<file path="src/rtl/channel_req_pkg.sv">
// Shared definitions for the channel request latch: channel count,
// index width and the offer FSM state encoding.
package channel_req_pkg;

  localparam int NUM_CHANNELS = 8;
  localparam int IDX_W        = 3;

  typedef enum logic {
    IDLE  = 1'b0,
    OFFER = 1'b1
  } state_e;

endpackage

</file>
<file path="src/rtl/req_edge_detect.sv">
// Per-channel set-event generator. Keeps a one-cycle delayed copy of the
// raw request lines (req_d) and produces the set-event vector:
//   EDGE_MODE=1 : rising edge (req high now, low last cycle)
//   EDGE_MODE=0 : level (req high)
// req_d tracks req unconditionally so that edges seen while captures are
// disabled are consumed rather than replayed later.
module req_edge_detect
  import channel_req_pkg::*;
#(
  parameter int EDGE_MODE = 1
) (
  input  logic                    clk,
  input  logic                    rst,
  input  logic [NUM_CHANNELS-1:0] req,
  output logic [NUM_CHANNELS-1:0] set_evt
);

  logic [NUM_CHANNELS-1:0] req_d;
  logic [NUM_CHANNELS-1:0] edge_mask;

  // Delay register; cleared by reset so a line already high after reset
  // is seen as a fresh rising edge.
  // NOTE: clocked state is written with non-blocking assignments so every
  // flop samples pre-edge values regardless of block evaluation order.
  always_ff @(posedge clk or posedge rst) begin
    if (rst) req_d <= '0;
    else     req_d <= req;
  end

  // In level mode the history is ignored; in edge mode it suppresses
  // lines that were already high last cycle.
  assign edge_mask = (EDGE_MODE != 0) ? req_d : '0;
  assign set_evt   = req & ~edge_mask;

endmodule

</file>
<file path="src/rtl/channel_request_latch.sv">
// Channel request latch: captures per-channel request events into a
// sticky pending vector and offers the highest-index eligible channel to a
// consumer through a valid/ack handshake (two-state IDLE/OFFER FSM).
//
// Optional feature: define CHANNEL_REQUEST_LATCH_MASK_EN to add a writable
// mask register (ports mask_wr / mask_data). A masked channel keeps its
// pending bit but is not offered. Without the macro every channel is
// eligible and the mask ports do not exist.
module channel_request_latch
  import channel_req_pkg::*;
#(
  parameter int EDGE_MODE = 1
) (
  input  logic                    clk,
  input  logic                    rst,
  input  logic                    enable,
  input  logic [NUM_CHANNELS-1:0] req,
`ifdef CHANNEL_REQUEST_LATCH_MASK_EN
  input  logic                    mask_wr,
  input  logic [NUM_CHANNELS-1:0] mask_data,
`endif
  output logic [NUM_CHANNELS-1:0] pending,
  output logic                    sel_valid,
  output logic [IDX_W-1:0]        sel_idx,
  input  logic                    sel_ack
);

  logic [NUM_CHANNELS-1:0] set_evt;
  logic [NUM_CHANNELS-1:0] mask;
  logic [NUM_CHANNELS-1:0] eligible;
  logic [NUM_CHANNELS-1:0] clr_vec;
  logic [IDX_W-1:0]        hi_idx;
  logic                    hi_any;
  state_e                  state;

  req_edge_detect #(
    .EDGE_MODE (EDGE_MODE)
  ) u_edge (
    .clk     (clk),
    .rst     (rst),
    .req     (req),
    .set_evt (set_evt)
  );

`ifdef CHANNEL_REQUEST_LATCH_MASK_EN
  // Mask register: loaded by the write strobe, cleared by reset.
  always_ff @(posedge clk or posedge rst) begin
    if (rst)          mask <= '0;
    else if (mask_wr) mask <= mask_data;
  end
`else
  assign mask = '0;
`endif

  // Masking only gates eligibility; pending bits are never touched by it.
  assign eligible = pending & ~mask;

  // Highest-index eligible channel (bit 7 has top priority).
  // NOTE: every output of a combinational block gets a default before any
  // conditional update, otherwise synthesis infers a latch.
  always_comb begin
    hi_idx = '0;
    hi_any = |eligible;
    for (int i = 0; i < NUM_CHANNELS; i++) begin
      if (eligible[i]) hi_idx = IDX_W'(i);
    end
  end

  // One-hot clear of the offered channel when the consumer accepts it.
  always_comb begin
    clr_vec = '0;
    if (state == OFFER && sel_ack) clr_vec[sel_idx] = 1'b1;
  end

  // Sticky pending vector; a same-cycle set beats the clear.
  always_ff @(posedge clk or posedge rst) begin
    if (rst) pending <= '0;
    else     pending <= (pending & ~clr_vec) | (enable ? set_evt : '0);
  end

  // Offer FSM with registered sel_valid/sel_idx; the offered index is
  // frozen for the whole OFFER state and only released by sel_ack.
  always_ff @(posedge clk or posedge rst) begin
    if (rst) begin
      state     <= IDLE;
      sel_valid <= 1'b0;
      sel_idx   <= '0;
    end else begin
      case (state)
        IDLE: begin
          if (enable && hi_any) begin
            state     <= OFFER;
            sel_valid <= 1'b1;
            sel_idx   <= hi_idx;
          end
        end
        OFFER: begin
          if (sel_ack) begin
            state     <= IDLE;
            sel_valid <= 1'b0;
          end
        end
        default: begin
          state     <= IDLE;
          sel_valid <= 1'b0;
        end
      endcase
    end
  end

endmodule
</file>
<file path="config.mk">
export PLATFORM = sky130hd
export DESIGN_NAME = channel_request_latch
export DESIGN_NICKNAME = d
export VERILOG_FILES = /design/src/rtl/channel_req_pkg.sv /design/src/rtl/req_edge_detect.sv /design/src/rtl/channel_request_latch.sv
export SDC_FILE = /design/constraint.sdc
export NUM_CORES = 1
export LEC_CHECK = 0
export CAP_MARGIN = 20
export CORE_ASPECT_RATIO = 0.8
export CORE_UTILIZATION = 41
export DETAILED_ROUTE_END_ITERATION = 10
export PLACE_DENSITY = 0.83
export SLEW_MARGIN = 25
export SYNTH_ARGS = -nofsm -noshare
export SYNTH_HDL_FRONTEND = slang
export SYNTH_SLANG_ARGS = --single-unit
</file>
<file path="constraint.sdc">
create_clock -name clk -period 1.13 [get_ports clk]
set_input_delay 0.226 -clock clk [delete_from_list [all_inputs] [get_ports clk]]
set_output_delay 0.226 -clock clk [all_outputs]
set_load 0.02 [all_outputs]
</file>
# Word-level counts from Yosys, hierarchy flattened
# Cells that the tools add are included.
[totals]
regBits = 21
in_bits = 12
n_memories = 0
rom_bits = 0
latch_bits = 0
wordCells = 38
ram_bits = 0
[classes]
muxes = 17
bitwise_logic = 6
reduce_logical = 6
n_lt_le_gt_ge = 2
div = 0
n_eq_ne = 2
n_mul = 0
n_addsub = 0
n_shift = 0
[op_table]
columns = ["operator", "n"]
rows = [
  ["AND 8 bit", 2],
  ["2-to-1 mux 8 bit", 2],
  ["NOT 8 bit", 2],
  ["2-to-1 mux 3 bit", 4],
  ["bitwise OR 8 bit", 1],
  ["OR reduction 8 bit", 1],
  ["2-to-1 mux 1 bit", 6],
  ["less-than comparator 3 x 4 -> 1 bit, second input constant", 1],
  ["2-to-1 mux 2 bit", 2],
  ["!= test 2 bit, second input constant", 2],
  ["case mux 1 bit (2 select lines)", 2],
  ["AND reduction 2 bit", 2],
  ["demux 1 bit (select 3 bit)", 1],
  [">= comparator 3 x 1 -> 1 bit, second input constant", 1],
  ["logical AND 1 bit", 3],
  ["NOT 1 bit", 1],
]

# Logic depth before layout (Yosys ltp)
# Gate-level depths: netlist (run 1).
[depth]
ltp_word = 8
mapped_depth = 5
ltp_nobuf = 4

# Modules after synthesis
# Synthesis (run 1) repeated with hierarchy kept, for this count alone.
[unflattened]
cells_unflattened = 76
area_unflattened_um2 = 930.9
[modules_own_cells]
columns = ["mod", "cells_per_inst", "area_each_um2", "n_inst"]
rows = [
  ["channel_request_latch", 59, 616.8, 1],
  ["req_edge_detect", 17, 314.1, 1],
]

# Worst setup path before layout (run 1)
# No wires, ideal clock.
[synth_timing]
kind = "register to register"
startpoint = "register pending[6]"
endpoint = "register sel_valid"
period_less_slack_ns = 1.242
arrival_ns = 1.123
setup_ns = 0.119
required_ns = 1.011
slack_ns = -0.112
n_path_buf = 0
stages_incl_launch_ff = 4
cell_sequence = "dfrtp_1 -> nor4_4 -> a21oi_2 -> a21o_2"
[synth_via]
elab_chain_cells = 4
[synth_rtl]
columns = ["element", "line_no", "source"]
rows = [
  ["start: declaration", "channel_request_latch.sv:22", "output logic [NUM_CHANNELS-1:0] pending,"],
  ["start signal: assignment", "channel_request_latch.sv:78", "else pending <= (pending & ~clr_vec) | (enable ? set_evt : '0);"],
  ["OR reduction 8 bit", "channel_request_latch.sv:63", "hi_any = |eligible;"],
  ["logical AND 1 bit", "channel_request_latch.sv:91", "if (enable && hi_any) begin"],
  ["!= test 2 bit (no line)", "--", ""],
  ["AND reduction 2 bit (no line)", "--", ""],
  ["end signal: assignment", "channel_request_latch.sv:93", "sel_valid <= 1'b1;"],
  ["end signal: assignment", "channel_request_latch.sv:100", "sel_valid <= 1'b0;"],
  ["end signal: assignment", "channel_request_latch.sv:105", "sel_valid <= 1'b0;"],
  ["end: declaration", "channel_request_latch.sv:23", "output logic sel_valid,"],
]
# No other way between the ends.
# A chain may end at the register's enable or synchronous reset.

# Worst setup path after layout (run 1)
[layout_timing]
startpoint = "register pending[5]"
endpoint = "register sel_valid"
# The elaborated chain is that of the path after synthesis.

==> flow_metrics.py, run 1 <==
metrics = {
    "cells_and_area": {
        "fill_cells": 148,
        "final_area_mm2": 0.001339,
        "drive_above_1_share_pct": 45.38,
        "finalNonFillerCells": 143,
        "antennaDiodeCount": 0,
        "area_growth_pct": 58.99,
        "finalNetCount": 132,
    },
    "timing": {
        "fmax_ghz": 0.7404,
        "relSlewSlack_pct": 82.14,
        "period_minus_slack_ps": 1351,
        "post-route-period-util_pct": 119.5,
        "skew_ps": 12.81,
        "hold_viol": 0,
        "rsz0062_at_grt": "yes",
        "worstMarginPinSlew_ps": 265.9,
        "fin_ws_ps": -220.5,
        "slew_violations": 0,
        "finalSetupViolCount": 13,
    },
    "route": {
        "vias_per_cell": 4.930,
        "drt-total-wl_mm": 2.050,
        "antenna_left": 0,
        "vias": 705,
        "drc_errors": 0,
        "wl_per_cell_um": 14.34,
        "drt_iter0_markers": 4,
        "drt_pass1_iterations": 4,
    },
    "worst_setup_path": {
        "cp-end-kind": "flip-flop",
        "rr_worst_depth": 4,
        "startpoint_type": "flip-flop",
        "crit_fanout": 4,
        "reg2reg_from": "pending[5]$_DFF_PP0_",
        "r2r-end": "sel_valid$_DFFE_PP0P_",
        "worst-r2r-setup-slack_ps": -220,
        "path_class": "flip-flop to flip-flop",
        "critical_path_required_ps": 1330,
        "cp.arrival_ps": 1550,
    },
    "floorplan": {
        "start_util_pct": 44.10,
        "rows": 14,
        "dieArea_mm2": 0.002240,
        "io-pin-count": 24,
        "core-area_mm2": 0.001909,
        "die_w_um": 52.67,
        "die_h_um": 42.54,
    },
    "global_routing": {
        "grt_max_degree": 22,
        "grt_pass1_wl_mm": 3.167,
        "overflow": 0,
        "first_global_vias": 687,
        "antenna_found_initial": 0,
        "track_usage_pct": 20.38,
    },
    "yosys": {
        "synth_area_leaders": "dfrtp_1, nand3b_1, o21ai_0, nor4_4, nand2_1",
        "synth.top_cell.area_share_pct": 62.41,
        "syn_area_per_cell_um2": 11.54,
        "syn-cell-area_um2": 842.1,
        "ys_seq_area_share_pct": 62.41,
        "synth_edf_count": 0,
        "syn_inst": 73,
        "synth_nets": 85,
        "synth-seq-cells": 21,
        "synth_ff_type": "dfrtp_1",
        "synth.largest_area_cell": "dfrtp_1",
        "synth_cell_type_count": 19,
        "ys_warn_count": 0,
        "synthArstFlopShare_pct": 100.0,
    },
    "pwr": {
        "pwr_density_cell_mw_per_mm2": 1946,
        "swShare_pct": 36.76,
        "seqPwrFrac_pct": 41.6,
        "leakagePower_nw": 0.5781,
        "pwr-share-clk_pct": 14.2,
        "intPower_mw": 1.647,
        "power_switching_mw": 0.9576,
        "worst_ir_drop_vdd_mv": 1.161,
        "combPwrFrac_pct": 44.2,
    },
    "clock_tree": {
        "htreeDepth": 1,
        "path_clk_slew_ps": 120,
        "root_buffer": "clkbuf_4",
        "cts_sinks": 21,
        "worstSkewPairLatency_ps": 310,
        "numCtsBuffers": 3,
        "cts_buffer_depth": 2,
        "cts_tree": "yes",
    },
    "hold_path": {
        "hold_class": "primary input to async pin",
    },
    "placement": {
        "placed_area_mm2": 0.001237,
        "pre_cts_slack_ps": -292.2,
        "portBuffers": 23,
        "dp.cells": 135,
        "place.gp.congestion": 0.8755,
        "hpwl_mm": 1.380,
    },
    "flow_run": {
        "drv_cap": 0,
    },
    "status": {
        "failed_checks": "setup timing",
        "status": "finished, violations left",
    },
}
routing by layer:
metal  GRT usage [%]  part of all wire, %  vias to the layer above
met2           31.39                   50                       20
li1                -                    -                      347
met5               0                    0                        -
met4           6.842                  2.0                        0
met1           26.87                   43                      334
met3           6.522                  4.4                        4
critical path, cell delays in order (launching register included):
cell and delay (ps):
dfrtp_2 460, nor4_4 330, a21oi_2 110, buf_4 160, a21o_2 180
layout by cell type, fill, tap and decap left out, types with 4 or more instances in the layout:
| cell type | Yosys | routed |
|---|---|---|
| buf_4 | 0 | 17 |
| buf_6 | 0 | 11 |
| clkdlybuf4s50_1 | 0 | 11 |
| dfrtp_1 | 21 | 14 |
| dfrtp_2 | 0 | 7 |
| inv_1 | 4 | 4 |
| nand2_1 | 10 | 10 |
| nand3b_1 | 7 | 7 |
| o21ai_1 | 0 | 4 |
| o21ai_2 | 0 | 4 |
logic make-up after synthesis:
logic type / share of synthesized area (%)
buffers and inverters: 2.376
flip-flops: 62.41
AO/OA/AOI/OAI: 13.82
AND/OR/NAND/NOR: 21.40
final cells by class:
type | instances | area [µm²] | area share, %
repair buffers | 43 | 396.6 | 29.63
inverters | 4 | 15.01 | 1.121
well taps | 24 | 30.03 | 2.243
clock inverters | 1 | 7.507 | 0.5607
clock buffers | 3 | 22.52 | 1.682
multi-input cells | 47 | 332.8 | 24.86
flip-flops and latches | 21 | 534.3 | 39.91
how the worst max path moves through the flow:
stage | to | start
6_report | sel_valid$_DFFE_PP0P_ | pending[5]$_DFF_PP0_
5_1_grt | sel_valid$_DFFE_PP0P_ | pending[5]$_DFF_PP0_
4_1_cts | sel_valid$_DFFE_PP0P_ | pending[6]$_DFF_PP0_
3_5_place_dp | pending[0]$_DFF_PP0_ | sel_ack
3_3_place_gp | pending[0]$_DFF_PP0_ | sel_ack
2_1_floorplan | sel_valid$_DFFE_PP0P_ | pending[5]$_DFF_PP0_
cell usage after synthesis (2+ instances only):
cell type	n
nor4_4	2
nor2_1	2
nand2b_1	3
o31ai_1	2
o21ai_0	9
a21oi_1	3
nand2_1	10
inv_1	4
dfrtp_1	21
nor3_1	2
nand3b_1	7
power by group through the flow:
stage / Sequential [mW] / Clock, mW / Combinational (mW)
floorplan: 1.27 / 0 / 0.213
global placement: 1.07 / 0 / 0.973
detailed placement: 1.07 / 0 / 0.999
CTS: 1.07 / 0.388 / 1.04
global route: 1.10 / 0.419 / 1.22
finish: 1.08 / 0.369 / 1.15
flip-flops by register name, summed over array words and instances, names as in the netlist:
register          count
sel_idx               3
pending               8
sel_valid             1
u_edge.edge_mask      8
state                 1
stage by stage:
| step | total power, mW | utilization [%] | TNS, ps | hold WS, ps |
|---|---|---|---|---|
| 3_5_place_dp | 2.068 | 64.81 | -4047 | 419.6 |
| 3_3_place_gp | 2.038 | 64.81 | -3716 | 415.3 |
| 6_report | 2.605 | 70.12 | -968.1 | 209.0 |
| 5_1_grt | 2.747 | 70.12 | -1818 | 208.2 |
| 2_1_floorplan | 1.480 | - | -145.5 | 202.1 |
| 4_1_cts | 2.495 | 67.63 | -1015 | 201.3 |
timing repair:
item | in CTS | in global routing
pin swaps | 5 | 9
cloned | 0 | 0
endpoints found under the setup margin | 20 | 21
gates resized for setup | 69 | 16
setup buffers | 3 | 2
hold buffers | 0 | 0
Note: power is estimated with default switching activity, not from simulation.
==> run 2, diff against run 1 <==
--- a/config.mk
+++ b/config.mk
@@ -6,11 +6,14 @@
 export NUM_CORES = 1
 export LEC_CHECK = 0
 export CAP_MARGIN = 20
+export CELL_PAD_IN_SITES_DETAIL_PLACEMENT = 1
+export CELL_PAD_IN_SITES_GLOBAL_PLACEMENT = 1
 export CORE_ASPECT_RATIO = 0.8
-export CORE_UTILIZATION = 41
+export CORE_UTILIZATION = 31
 export DETAILED_ROUTE_END_ITERATION = 10
-export PLACE_DENSITY = 0.83
+export PLACE_DENSITY = 0.82
 export SLEW_MARGIN = 25
 export SYNTH_ARGS = -nofsm -noshare
 export SYNTH_HDL_FRONTEND = slang
 export SYNTH_SLANG_ARGS = --single-unit
+export TNS_END_PERCENT = 10
==> run 2 against run 1 <==
Net effect: the flow still finishes with violations (setup timing); final area decreased by 0.19%; critical path depth did not move; register-to-register slack better by 60 ps; total power shrank 2.1%; clock-buffer cell count rose by 1; sequential cell count unchanged; setup slack improved by 59 ps; sequential share of layout area grew 0.075 points; wire length up 17%; first-iteration DRC count increased to 3.8 times the previous value; clock skew down 7.2 ps; sequential power hardly changed; largest cell class unchanged; highest routed layer unchanged.
==> flow_metrics.py, run 2 (synthesis results as in run 1) <==
metrics = {
    "floorplan": {
        "die_h_um": 48.62,
        "io-pin-count": 24,
        "start_util_pct": 33.65,
        "die_w_um": 60.27,
        "rows": 16,
        "core-area_mm2": 0.002502,
        "dieArea_mm2": 0.002930,
    },
    "worst_setup_path": {
        "cp.arrival_ps": 1490,
        "reg2reg_from": "pending[5]$_DFF_PP0_",
        "crit_buf_inv": 1,
        "max_stage_delay_ps": 440,
        "crit_family": "flip-flops",
        "crit_start": "pending[5]$_DFF_PP0_",
        "worstPathCellList": "nor4_4 > a21oi_2 > buf_4 > a21o_2",
        "cp-end-kind": "flip-flop",
        "path_class": "flip-flop to flip-flop",
        "crit_fanout": 4,
        "startpoint_type": "flip-flop",
        "slowest_stage": "dfrtp_2",
        "critical_path_required_ps": 1330,
        "worst-r2r-setup-slack_ps": -160,
    },
    "timing": {
        "hold_viol": 0,
        "fin_setup_tns_ps": -1097,
        "rsz0062_at_grt": "yes",
        "worstMarginPinSlew_ps": 265.4,
        "finalSetupViolCount": 11,
        "slew_violations": 0,
        "skew_ps": 5.576,
        "period_minus_slack_ps": 1291,
        "fmax_ghz": 0.7745,
        "post-route-period-util_pct": 114.3,
        "relSlewSlack_pct": 82.03,
        "fin_ws_ps": -161.2,
    },
    "placement": {
        "hpwl_mm": 1.743,
        "placed_area_mm2": 0.001260,
        "portBuffers": 23,
        "place.gp.congestion": 0.8189,
        "dp.cells": 148,
    },
    "global_routing": {
        "track_usage_pct": 17.85,
        "grt_max_degree": 22,
        "antenna_found_initial": 0,
        "first_global_vias": 840,
        "overflow": 0,
        "grt_pass1_wl_mm": 3.836,
    },
    "clock_tree": {
        "numCtsBuffers": 3,
        "cts_tree": "yes",
        "root_buffer": "clkbuf_4",
        "cts_sinks": 21,
        "htreeDepth": 1,
        "cts_buffer_depth": 2,
        "worstSkewPairLatency_ps": 300,
        "path_clk_slew_ps": 110,
    },
    "pwr": {
        "combPwrFrac_pct": 44.3,
        "worst_ir_drop_vdd_mv": 0.6702,
        "intPower_mw": 1.620,
        "pwr_density_cell_mw_per_mm2": 1908,
        "pwr-share-clk_pct": 13.6,
        "power_switching_mw": 0.9297,
        "swShare_pct": 36.46,
        "leakagePower_nw": 0.5776,
        "seqPwrFrac_pct": 42.1,
    },
    "hold_path": {
        "hold_class": "primary input to async pin",
    },
    "cells_and_area": {
        "drive_above_1_share_pct": 43.80,
        "finalNonFillerCells": 157,
        "layout_commonest_cell": "buf_4",
        "area_growth_pct": 58.69,
        "seqCellArea_um2": 534.3,
        "antennaDiodeCount": 0,
        "final_util_pct": 53.40,
        "multi_input_area_um2": 316.6,
        "final_area_mm2": 0.001336,
        "fill_cells": 290,
        "final_cell_mix": "buf_4, dfrtp_1, clkdlybuf4s50_1, nand2_1, buf_6",
        "finalNetCount": 134,
    },
    "route": {
        "vias_per_cell": 4.771,
        "antenna_left": 0,
        "drt-total-wl_mm": 2.395,
        "drt_iter0_markers": 15,
        "wl_per_cell_um": 15.25,
        "drt_pass1_iterations": 4,
        "vias": 749,
        "drc_errors": 0,
    },
    "status": {
        "failed_checks": "setup timing",
        "status": "finished, violations left",
    },
    "flow_run": {
        "drv_cap": 0,
    },
}
[run 2: cell types whose count changed in the layout (fill, tap and decap cells not counted), sizes merged]
cell,change
clkinvlp,-1
buf,+1
clkbuf,+2
[run 2: metrics by stage]
stage	hold slack [ps]	power [mW]	worst slack [ps]
5_1_grt	248.2	2.709	-201.2
3_3_place_gp	419.4	2.056	-289.3
3_5_place_dp	450.7	2.114	-352.2
6_report	234.0	2.550	-161.2
2_1_floorplan	202.1	1.480	-55.94
4_1_cts	229.2	2.470	-170.2
[run 2: cell type report]
type | count | share of cell area, %
inverter | 4 | 1.124
clock buffer | 4 | 1.966
sequential | 21 | 39.98
timing repair buffer | 45 | 29.87
tap | 36 | 3.371
multi-input combinational | 47 | 23.69
[run 2: worst paths after layout]
kind,to,cells after the start
min,u_edge.edge_mask[2]$_DFF_PP0_,3
max reg2reg,sel_valid$_DFFE_PP0P_,4
min in group clk,u_edge.edge_mask[3]$_DFF_PP0_,1
max,sel_valid$_DFFE_PP0P_,4
min reg2reg,pending[6]$_DFF_PP0_,1
max in group asynchronous,pending[2]$_DFF_PP0_,3
[run 2: routing by layer]
layer  GRT usage (%)  wire [µm]
met1           19.73        957
met2           33.33       1316
met3           4.813         99
met4           3.101         21
met5               0          0
[run 2: tightest hold or removal path, cell delays in order]
cell             delay, ps
clkdlybuf4s50_1        400
inv_1                   90
buf_12                 170
[run 2: power groups by stage]
stage	combinational (mW)	sequential, mW	clock [mW]
floorplan	0.213	1.27	0
global placement	0.987	1.07	0
detailed placement	1.03	1.08	0
CTS	1.02	1.08	0.371
global route	1.22	1.09	0.399
finish	1.13	1.07	0.346
[run 2: repair_timing]
action | CTS | global route
hold buffers | 0 | 0
endpoints found under the setup margin | 24 | 21
buffers inserted | 1 | 4
resized for setup | 64 | 10
pin swaps | 2 | 4
==> run 3, diff against run 2 <==
--- a/config.mk
+++ b/config.mk
@@ -6,12 +6,10 @@
 export NUM_CORES = 1
 export LEC_CHECK = 0
 export CAP_MARGIN = 20
-export CELL_PAD_IN_SITES_DETAIL_PLACEMENT = 1
-export CELL_PAD_IN_SITES_GLOBAL_PLACEMENT = 1
 export CORE_ASPECT_RATIO = 0.8
-export CORE_UTILIZATION = 31
+export CORE_UTILIZATION = 30
 export DETAILED_ROUTE_END_ITERATION = 10
-export PLACE_DENSITY = 0.82
+export PLACE_DENSITY = 0.67
 export SLEW_MARGIN = 25
 export SYNTH_ARGS = -nofsm -noshare
 export SYNTH_HDL_FRONTEND = slang
==> run 3 against run 2 <==
Net effect: sequential cell count stayed put; worst hold slack lost 19 ps; final area shrank 1.7%; setup slack lost 23 ps; clock power grew 6.1%; sequential share of layout area up 0.59 points; largest cell class unchanged; clock skew shrank 4.8 ps; the flow still finishes with violations (setup timing); clock-buffer cell count is the same; via count decreased by 6.0%; register-to-register slack worse by 20 ps; total power is 1.9% lower.
==> flow_metrics.py, run 3 (synthesis results as in run 1) <==
metrics = {
    "status": {
        "status": "finished, violations left",
        "failed_checks": "setup timing",
    },
    "timing": {
        "period_minus_slack_ps": 1314,
        "slew_violations": 0,
        "worstMarginPinSlew_ps": 250.7,
        "rsz0062_at_grt": "yes",
        "fin_ws_ps": -183.7,
        "relSlewSlack_pct": 83.03,
        "skew_ps": 0.7788,
        "hold_viol": 0,
        "post-route-period-util_pct": 116.3,
        "fmax_ghz": 0.7612,
        "finalSetupViolCount": 9,
    },
    "clock_tree": {
        "numCtsBuffers": 3,
        "htreeDepth": 1,
        "root_buffer": "clkbuf_4",
        "cts_buffer_depth": 2,
        "cts_tree": "yes",
        "worstSkewPairLatency_ps": 310,
        "path_clk_slew_ps": 110,
        "cts_sinks": 21,
    },
    "placement": {
        "dp.cells": 147,
        "hpwl_mm": 1.393,
        "pre_cts_slack_ps": -301.6,
        "place.gp.congestion": 0.8062,
        "portBuffers": 23,
    },
    "cells_and_area": {
        "multi_input_area_um2": 312.8,
        "finalNonFillerCells": 153,
        "antennaDiodeCount": 0,
        "seqCellArea_um2": 533.0,
        "fill_cells": 254,
        "drive_above_1_share_pct": 40.17,
        "finalNetCount": 130,
        "area_growth_pct": 56.02,
        "final_cell_mix": "dfrtp_1, buf_4, clkdlybuf4s50_1, buf_6, nand2_1",
    },
    "flow_run": {
        "drv_cap": 0,
    },
    "worst_setup_path": {
        "worst-r2r-setup-slack_ps": -180,
        "crit_fanout": 4,
        "critical_path_required_ps": 1340,
        "startpoint_type": "flip-flop",
        "reg2reg_from": "pending[5]$_DFF_PP0_",
        "cp.arrival_ps": 1530,
        "rr_worst_depth": 4,
        "cp-end-kind": "flip-flop",
        "worstPathCellList": "nor4_4 > a21oi_2 > buf_4 > a21o_2",
        "r2r-end": "sel_valid$_DFFE_PP0P_",
        "slowest_stage": "dfrtp_2",
        "max_stage_delay_ps": 460,
        "path_class": "flip-flop to flip-flop",
    },
    "global_routing": {
        "first_global_vias": 666,
        "antenna_found_initial": 0,
        "grt_pass1_wl_mm": 2.891,
        "track_usage_pct": 13.13,
        "grt_max_degree": 22,
        "overflow": 0,
    },
    "route": {
        "drt_pass1_iterations": 4,
        "wl_per_cell_um": 12.20,
        "drt-total-wl_mm": 1.866,
        "drt_iter0_markers": 16,
        "drc_errors": 0,
        "vias": 704,
        "antenna_left": 0,
        "vias_per_cell": 4.601,
    },
    "pwr": {
        "seqPwrFrac_pct": 43.0,
        "pwr-share-clk_pct": 14.7,
        "swShare_pct": 35.96,
        "leakagePower_nw": 0.5636,
        "pwr_density_cell_mw_per_mm2": 1903,
        "intPower_mw": 1.601,
        "power_switching_mw": 0.8991,
        "combPwrFrac_pct": 42.3,
        "worst_ir_drop_vdd_mv": 0.6643,
    },
    "floorplan": {
        "die_w_um": 61.24,
        "core-area_mm2": 0.002542,
        "dieArea_mm2": 0.003024,
        "start_util_pct": 33.12,
        "rows": 16,
        "io-pin-count": 24,
        "die_h_um": 49.39,
    },
    "hold_path": {
        "hold_class": "primary input to async pin",
    },
}
==> run 3: final cells by class <==
type / instances / area share (%)
flip-flops and latches: 21 / 40.57
multi-input cells: 47 / 23.81
well taps: 36 / 3.429
clock buffers: 4 / 2.000
inverters: 4 / 1.143
repair buffers: 41 / 29.05
==> run 3: power groups by stage <==
stage               logic (mW)  clock network [mW]  registers (mW)
finish                    1.06               0.367            1.08
CTS                      0.962               0.380            1.07
detailed placement       0.991                   0            1.08
global route              1.15               0.409            1.10
floorplan                0.213                   0            1.27
global placement         0.974                   0            1.07
==> run 3: metrics by stage <==
| step | hold slack, ps | TNS [ps] | power (mW) | area (µm²) | util (%) |
|---|---|---|---|---|---|
| 3_3_place_gp | 423.0 | -3860 | 2.046 | 1252 | 49.26 |
| 3_5_place_dp | 451.8 | -4022 | 2.069 | 1252 | 49.26 |
| 6_report | 215.2 | -736.2 | 2.500 | 1314 | 51.67 |
| 2_1_floorplan | 202.1 | -132.4 | 1.480 | 849.6 | - |
| 4_1_cts | 216.0 | -938.1 | 2.416 | 1264 | 49.70 |
| 5_1_grt | 229.8 | -1237 | 2.658 | 1314 | 51.67 |
==> run 3: worst max-delay path by stage <==
stage,start,endpoint,cells past startpoint
global placement,sel_ack,pending[0]$_DFF_PP0_,5
CTS,pending[1]$_DFF_PP0_,sel_valid$_DFFE_PP0P_,4
finish,pending[5]$_DFF_PP0_,sel_valid$_DFFE_PP0P_,4
floorplan,pending[5]$_DFF_PP0_,sel_valid$_DFFE_PP0P_,3
detailed placement,sel_ack,pending[0]$_DFF_PP0_,5
global route,pending[5]$_DFF_PP0_,sel_valid$_DFFE_PP0P_,4
==> run 3: metal layers <==
metal	global-route usage, %	up-vias	part of all wire, %
met5	0	-	0
met4	2.273	0	0.70
met3	4.775	2	6.1
met2	19.57	22	46
met1	18.35	338	48
li1	-	342	-
==> run 3: repair_timing <==
| action | in CTS | in global routing |
|---|---|---|
| gates resized for setup | 63 | 15 |
| hold buffers | 0 | 0 |
| gates cloned | 0 | 0 |
| setup endpoints to repair | 20 | 20 |
| buffers inserted | 0 | 2 |
| pin swaps | 3 | 4 |
==> run 3: worst max-delay path, delay by kind of cell, from the launching register on <==
kind	cells	cell delay (ps)
simple gates	1	320
compound gates	2	290
buf+inv	1	160
flops	1	460
